==> config.mk <==
export PLATFORM = sky130hd
export DESIGN_NAME = alu_seq
export DESIGN_NICKNAME = d
export VERILOG_FILES = /design/src/rtl/alu_seq.sv
export SDC_FILE = /design/constraint.sdc
export NUM_CORES = 1
export LEC_CHECK = 0
export ABC_AREA = 1
export BUFFER_PORTS_ARGS = -buffer_cell sky130_fd_sc_hd__buf_2
export CAP_MARGIN = 30
export CORE_MARGIN = 10
export CORE_UTILIZATION = 30
export CTS_CLUSTER_SIZE = 10
export DETAILED_ROUTE_END_ITERATION = 10
export PLACE_DENSITY_LB_ADDON = 0.08
export SYNTH_ARGS = -nofsm -noshare
export SYNTH_HDL_FRONTEND = slang
export SYNTH_SLANG_ARGS = --single-unit
==> constraint.sdc <==
create_clock -name clk_i -period 8.15 [get_ports clk_i]
set_input_delay 0.815 -clock clk_i [delete_from_list [all_inputs] [get_ports clk_i]]
set_output_delay 0.815 -clock clk_i [all_outputs]
set_load 0.02 [all_outputs]
==> src/rtl/alu_seq.sv <==
// Sequential ALU with a valid/ready request and result handshake.
// Mul/Div iterate one bit per cycle on operand magnitudes; signs are fixed up in a final cycle.
module alu_seq #(
  parameter int Width = 32
) (
  input  logic                 clk_i,
  input  logic                 reset_i,
  input  logic                 valid_i,
  output logic                 ready_o,
  input  logic [2:0]           opcode_i,
  input  logic                 signed_i,
  input  logic [Width-1:0]     operand_a_i,
  input  logic [Width-1:0]     operand_b_i,
  output logic                 valid_o,
  input  logic                 ready_i,
  output logic [2*Width-1:0]   result_o,
  output logic                 divzero_o,
  output logic                 illegal_o
);

  localparam int CntW = $clog2(Width + 1);
  localparam logic [2:0] OpAdd = 3'd1;
  localparam logic [2:0] OpSub = 3'd2;
  localparam logic [2:0] OpMul = 3'd3;
  localparam logic [2:0] OpDiv = 3'd4;

  typedef enum logic [1:0] {Idle, Busy, Done} state_t;
  state_t state, state_next;

  logic [2:0]         op_q;
  logic               sgn_q;
  logic [Width-1:0]   a_q, b_q, b_mag_q;
  logic [2*Width-1:0] acc_q;
  logic [CntW-1:0]    cnt_q;
  logic [2*Width-1:0] result_q;
  logic               divzero_q, illegal_q;

  logic               accept;
  logic [Width-1:0]   a_mag_in, b_mag_in;
  logic               iterative_in;
  logic [Width:0]     mul_sum, div_trial, div_diff;
  logic [2*Width-1:0] acc_step;
  logic               a_neg, b_neg;
  logic [Width-1:0]   quo_fix, rem_fix;
  logic [2*Width-1:0] prod_fix, result_fin;

  assign accept = (state == Idle) && valid_i;

  always_ff @(posedge clk_i or posedge reset_i) begin
    if (reset_i) state <= Idle;
    else         state <= state_next;
  end

  // Every accepted op passes through Busy; single-cycle ops arrive there with a zero count.
  always_comb begin
    state_next = state;
    ready_o    = 1'b0;
    valid_o    = 1'b0;
    case (state)
      Idle: begin
        ready_o = 1'b1;
        if (valid_i) state_next = Busy;
      end
      Busy: begin
        if (cnt_q == '0) state_next = Done;
      end
      Done: begin
        valid_o = 1'b1;
        if (ready_i) state_next = Idle;
      end
      default: state_next = Idle;
    endcase
  end

  always_comb begin
    a_mag_in     = (signed_i && operand_a_i[Width-1]) ? -operand_a_i : operand_a_i;
    b_mag_in     = (signed_i && operand_b_i[Width-1]) ? -operand_b_i : operand_b_i;
    iterative_in = (opcode_i == OpMul) || ((opcode_i == OpDiv) && (operand_b_i != '0));
  end

  // acc holds {high, low}: product/multiplier for Mul, remainder/quotient for Div.
  always_comb begin
    mul_sum   = {1'b0, acc_q[2*Width-1:Width]} + (acc_q[0] ? {1'b0, b_mag_q} : '0);
    div_trial = {acc_q[2*Width-1:Width], acc_q[Width-1]};
    div_diff  = div_trial - {1'b0, b_mag_q};
    acc_step  = acc_q;
    if (op_q == OpMul)
      acc_step = {mul_sum, acc_q[Width-1:1]};
    else if (div_diff[Width])
      acc_step = {div_trial[Width-1:0], acc_q[Width-2:0], 1'b0};
    else
      acc_step = {div_diff[Width-1:0], acc_q[Width-2:0], 1'b1};
  end

  // Most-negative / -1 needs no special case: the negated magnitude wraps back to itself.
  always_comb begin
    a_neg    = sgn_q & a_q[Width-1];
    b_neg    = sgn_q & b_q[Width-1];
    prod_fix = (a_neg ^ b_neg) ? -acc_q : acc_q;
    quo_fix  = (a_neg ^ b_neg) ? -acc_q[Width-1:0] : acc_q[Width-1:0];
    rem_fix  = a_neg ? -acc_q[2*Width-1:Width] : acc_q[2*Width-1:Width];
    case (op_q)
      OpAdd:   result_fin = {{Width{1'b0}}, Width'(a_q + b_q)};
      OpSub:   result_fin = {{Width{1'b0}}, Width'(a_q - b_q)};
      OpMul:   result_fin = prod_fix;
      OpDiv:   result_fin = (b_q == '0) ? {a_q, {Width{1'b1}}} : {rem_fix, quo_fix};
      default: result_fin = '0;
    endcase
  end

  always_ff @(posedge clk_i or posedge reset_i) begin
    if (reset_i) begin
      op_q      <= '0;
      sgn_q     <= 1'b0;
      a_q       <= '0;
      b_q       <= '0;
      b_mag_q   <= '0;
      acc_q     <= '0;
      cnt_q     <= '0;
      result_q  <= '0;
      divzero_q <= 1'b0;
      illegal_q <= 1'b0;
    end else if (accept) begin
      op_q    <= opcode_i;
      sgn_q   <= signed_i;
      a_q     <= operand_a_i;
      b_q     <= operand_b_i;
      b_mag_q <= b_mag_in;
      acc_q   <= {{Width{1'b0}}, a_mag_in};
      cnt_q   <= iterative_in ? CntW'(Width) : '0;
    end else if (state == Busy) begin
      if (cnt_q != '0) begin
        acc_q <= acc_step;
        cnt_q <= cnt_q - CntW'(1);
      end else begin
        result_q  <= result_fin;
        divzero_q <= (op_q == OpDiv) && (b_q == '0);
        illegal_q <= (op_q > OpDiv);
      end
    end
  end

  assign result_o  = result_q;
  assign divzero_o = valid_o & divzero_q;
  assign illegal_o = valid_o & illegal_q;

endmodule

; ---- Word level (Yosys, flattened, before mapping)
; Cells that the tools add are included.
[totals]
word_cells = 79
reg_bits = 238
input_bits = 72
[op_classes]
n_reduce_logical = 16
eq_ne = 11
bitwise = 7
n_lt_le_gt_ge = 1
mux = 23
addsub = 10
[op_table]
columns = op, count
row1 = two-way mux 64 bit, 7
row2 = one-hot mux 64 bit (4 select lines), 1
row3 = two-way mux 32 bit, 5
row4 = negation 32 bit, 4
row5 = negation 64 bit, 1
row6 = adder 32 x 32 -> 33 bit, 1
row7 = subtractor 33 x 32 -> 33 bit, 1
row8 = adder 32 bit, 1
row9 = logical NOT 32 bit, 1
row10 = nonzero test 32 bit, 1
row11 = subtractor 32 bit, 1
row12 = two-way mux 6 bit, 4
row13 = "equality test 3 x 2 -> 1 bit, second input constant", 3
row14 = "equality test 3 bit, second input constant", 2
row15 = logical NOT 6 bit, 1
row16 = two-way mux 2 bit, 3
row17 = "inequality test 2 bit, second input constant", 3
row18 = one-hot mux 2 bit (3 select lines), 1
row19 = AND reduction 3 bit, 2
row20 = nonzero test 6 bit, 1
row21 = "subtractor 6 x 1 -> 6 bit, second input constant", 1
row22 = logical AND 1 bit, 5
row23 = bitwise AND 1 bit, 4
row24 = nonzero test 2 bit, 2
row25 = other kinds (10), 12

; ---- Logic depth before layout (Yosys ltp)
[depth]
ltp_word = 6
ltp_mapped = 23

; ---- Least setup slack after synthesis
; OpenSTA, ideal clock, no wires.
[synth_path]
path_type = reg-to-reg
start = register b_q[0]
end = register result_q[31], in the netlist result_o[31]
n_path_buf = 0
slack_ns = 5.110
stages_incl_launch_ff = 21
period_less_slack_ns = 3.040
arrival_ns = 2.923
setup_ns = 0.117
cell_sequence = dfrtp_1 > inv_1 > ha_1 > nand4_1 > nor2_2 > nand3_1 > nor2_1 > nand2_1 > nor2_1 > a21oi_1 > xnor2_1 > ha_1 > a21oi_1 > a21boi_0 > nand2_1 > a21oi_1 > nand3_1 > nand3_1 > nand2_1 > nand2_1 > nand2_1
[synth_between]
elab_chain_cells = 3
word_cells_on_any_way = 5
[synth_rtl]
columns = element, line_no
row1 = start: declaration, 32  ; logic [Width-1:0] a_q, b_q, b_mag_q;
row2 = start signal: assignment, 127  ; b_q <= operand_b_i;
row3 = branches (longest 2 deep; another with subtractor 32 bit), -
row4 = one-hot mux 64 bit (4 select lines) (*), 102  ; case (op_q)
row5 = end signal: assignment, 136  ; result_q <= result_fin;
row6 = end: declaration, 35  ; logic [2*Width-1:0] result_q;
; Every way passes the cells marked *.
; A chain may end at the register's enable or synchronous reset.

; ---- Worst setup path after layout
; Same ends and word-level chain as after synthesis.

==> flow_metrics.env <==
export IMPL_tritoncts="built"
export IMPL_gr_total_overflow=0
export IMPL_synth_async_reset_ratio_pct=100
export IMPL_cts_root_buffer_cell="sky130_fd_sc_hd__clkbuf_16"
export IMPL_cp_most_frequent_cell="sky130_fd_sc_hd__nand2_1"
export IMPL_fin_crit_ns=3.81
export IMPL_cpMaxStageDelayCell="sky130_fd_sc_hd__a21boi_0"
export IMPL_regToRegSetupSlack_ns=4.34
export IMPL_power_leakage_uw=0.0136
export IMPL_synth_enable_flop_cells=0
export IMPL_timing_slew_headroom_pct=33.6
export IMPL_initial_utilization_pct=30.2
export IMPL_design_core_area_mm2=0.0775
export IMPL_timing_critical_path_from_type="flip-flop"
export IMPL_hold_buffers=0
export IMPL_hold_class="in2async"
export IMPL_route_detailed_wl_per_inst_um=22.4
export IMPL_postCtsSetupRepairBufs=0
export IMPL_pin_count_of_the_biggest_net_entering_global_routing=126
export IMPL_synthTopCellsByCount="1,287 x sky130_fd_sc_hd__nand2_1, 537 x sky130_fd_sc_hd__inv_1, 431 x sky130_fd_sc_hd__nor2_1, 361 x sky130_fd_sc_hd__nand3_1, 252 x sky130_fd_sc_hd__o21ai_0"
export IMPL_combinationalPowerShare_pct=69.5
export IMPL_synth_sequential_area_ratio_pct=25.3
export IMPL_drt_iter0_drc=1970
export IMPL_max_clock_freq_ghz=0.262
export IMPL_crit_arrival_ns=4.28
export IMPL_cellPowerDensity_mw_per_mm2=536
export IMPL_seq_area_mm2=0.00593
export IMPL_clock_sinks=237
export IMPL_timing_worst_setup_path_type="reg2reg"
export IMPL_placedInstanceArea_mm2=0.0251
export IMPL_power_frac_seq_pct=19.4
export IMPL_drc=0
export IMPL_synth_cell_type_count=62
export IMPL_dr_total_vias=25892
export IMPL_top_level_ports=140
export IMPL_detailed_place_hpwl_mm=92.6
export IMPL_grt_setup_unrepaired="false"
export IMPL_max_clock_path_buffers=3
export IMPL_insertion_delay_ns=0.58
export IMPL_post_synth_cell_area_avg_um2=5.91
export IMPL_die_width_um=299
export IMPL_h_tree_depth=2
export IMPL_relative_contribution_of_the_clock_network_to_total_power_pct=11.0
export IMPL_ys_dominant_reg_cell="sky130_fd_sc_hd__dfrtp_1"
export IMPL_diodes=0
export IMPL_max_stage_delay_ns=0.47
export IMPL_transition_time_at_the_pin_with_the_least_slew_margin_ns=0.996
export IMPL_fp_dieH_um=299
export IMPL_slew_violations=0
export IMPL_via_per_inst=5.06
export IMPL_dpl_cell_count=5048
export IMPL_drt_total_wl_mm=114
export IMPL_final_setup_viol_count=0
export IMPL_finalCritPeriodShare_pct=46.8
export IMPL_path_max_fanout=6
export IMPL_postCtsResizedCells=0
export IMPL_gate_count_after_technology_mapping=3964
export IMPL_grt_antenna_before_repair=2
export IMPL_die_area_mm2=0.0896
export IMPL_share_of_final_layout_standard_cells_stronger_than_drive_strength_1_pct=7.59
export IMPL_yosys_register_bits=237
export IMPL_setup_total_negative_slack_ns=0
export IMPL_status="finished clean"
export IMPL_final_fill_count=8945
export IMPL_rows=102
export IMPL_nets=4223
export IMPL_synth_warnings=0
export IMPL_grt_use_total_pct=24.9
export IMPL_mappedNetlistArea_mm2=0.0234
export IMPL_power_switching_share_pct=60.4
export IMPL_drt_pass1_iterations=5
export IMPL_clk_slew_on_worst_s_h_paths_ns=0.06
export IMPL_cts_made_buffers=35
export IMPL_synth_nets=4141
export IMPL_post_layout_nonfiller_instances=5112
export IMPL_worst_clock_skew_ns=0.0194
export IMPL_areaGrowthSynthToFinish_pct=12.2
export IMPL_internal_power_component_uw=5570
export IMPL_p_sw_uw=8510
export IMPL_placer_congestion_estimate=0.951
export IMPL_cap_viol_max_count=0
export IMPL_post_synth_main_area_contributors="sky130_fd_sc_hd__dfrtp_1 25%, sky130_fd_sc_hd__nand2_1 21%, sky130_fd_sc_hd__inv_1 8.6%"
export IMPL_worst_ep_required_ns=8.62
export IMPL_vdd_ir_drop_worst_v=0.000190
export IMPL_crit_chain="inv_1 > ha_1 > nand4_1 > nor2_2 > nand3_1 > nor2_1 > nand2_1 > nor2_1 > a21oi_1 > xnor2_1 > ha_1 > a21oi_1 > a21boi_0 > nand2_1 > a21oi_1 > nand3_1 > nand3_1 > nand2_1 > nand2_1 > nand2_1"
export IMPL_multi_input_area_mm2=0.0149
export IMPL_cp_end_kind="flip-flop"
export IMPL_route_antenna_remaining_nets=0
export IMPL_yosys_cell_count_top_type="sky130_fd_sc_hd__nand2_1"
export IMPL_grt_pass1_wl_mm=169
export IMPL_synth_top_area_share_pct=25.3
export IMPL_hold_viol=0
export IMPL_first_global_vias=25113
export IMPL_place_port_buffers=139
export IMPL_post_synth_top_area_cell="sky130_fd_sc_hd__dfrtp_1"
export IMPL_fin_area_mm2=0.0263
==> layer usage <==
layer | share of wire [%] | GRT usage (%)
met5 | 0.011 | 0
met1 | 46 | 33.4
met2 | 45 | 40.3
met4 | 4.3 | 9.65
met3 | 4.8 | 3.01
==> cells by family (layout without fill, tap and decap cells) <==
| kind of cell | count (synthesis) | in the layout | synth area share [%] |
|---|---|---|---|
| fa+ha+maj | 105 | 105 | 5.71 |
| buf+inv | 677 | 785 | 11.2 |
| compound gates | 599 | 599 | 14.3 |
| flops | 237 | 237 | 25.3 |
| simple gates | 2274 | 2274 | 40.7 |
| xor+xnor | 72 | 72 | 2.69 |
==> sequential cells by signal, summed over array words and instances (netlist names) <==
| signal | cells |
|---|---|
| a_q | 32 |
| acc_q | 64 |
| b_mag_q | 31 |
| b_q | 32 |
| cnt_q | 6 |
| divzero_q | 1 |
| illegal_q | 1 |
| op_q | 3 |
| result_o | 64 |
| sgn_q | 1 |
| state | 2 |
==> power groups by stage <==
| stage | clock, uW | sequential (uW) | combinational, uW |
|---|---|---|---|
| after detailed placement | 0 | 2740 | 9740 |
| after global placement | 0 | 2750 | 9810 |
| after global routing | 1630 | 2790 | 11000 |
| after CTS | 1590 | 2730 | 9780 |
| after floorplan | 0 | 2300 | 6610 |
| final | 1560 | 2740 | 9790 |
==> cell usage in the layout, fill, tap and decap left out, types with 59 or more instances in the layout <==
cell,n
sky130_fd_sc_hd__nand2_1,1286
sky130_fd_sc_hd__ha_1,102
sky130_fd_sc_hd__dfrtp_1,236
sky130_fd_sc_hd__nor2_1,429
sky130_fd_sc_hd__buf_2,139
sky130_fd_sc_hd__a21oi_1,182
sky130_fd_sc_hd__nand3_1,360
sky130_fd_sc_hd__inv_1,535
sky130_fd_sc_hd__o21ai_0,252
sky130_fd_sc_hd__xor2_1,59
==> critical path: cells and delay by family, from the launching register on <==
family	cells	cell delay, ns
compound gates	4	0.99
xor+xnor	1	0.26
fa+ha+maj	2	0.55
buf+inv	1	0.09
flops	1	0.46
simple gates	12	1.38
==> layout make-up <==
class / instances / share of cell area, %
Multi-Input combinational cell: 3050 / 56.7
Clock buffer: 50 / 3.78
Inverter: 557 / 8.02
Timing Repair Buffer: 165 / 3.52
Sequential cell: 237 / 22.6
Clock inverter: 13 / 0.495
Tap cell: 1040 / 4.95
==> worst paths after layout <==
kind / start / end / cells past startpoint
max: b_q[0] / result_o[31] / 20
min: reset_i / result_o[41] / 2
max reg2reg: b_q[0] / result_o[31] / 20
min reg2reg: result_o[40] / result_o[40] / 2
max in group asynchronous: reset_i / b_mag_q[28] / 4
min in group clk_i: ready_i / state[1] / 2
==> through the flow <==
stage	utilization (%)	total power [uW]	hold WS, ns	setup WS [ns]
floorplan	-	8910	0.446	0.832
global placement	32.4	12600	0.460	4.41
detailed placement	32.4	12500	0.462	4.37
CTS	33.9	14100	0.420	4.36
global route	33.9	15400	0.250	3.86
finish	33.9	14100	0.218	4.34
No activity file was read; power rests on OpenSTA's default activity.
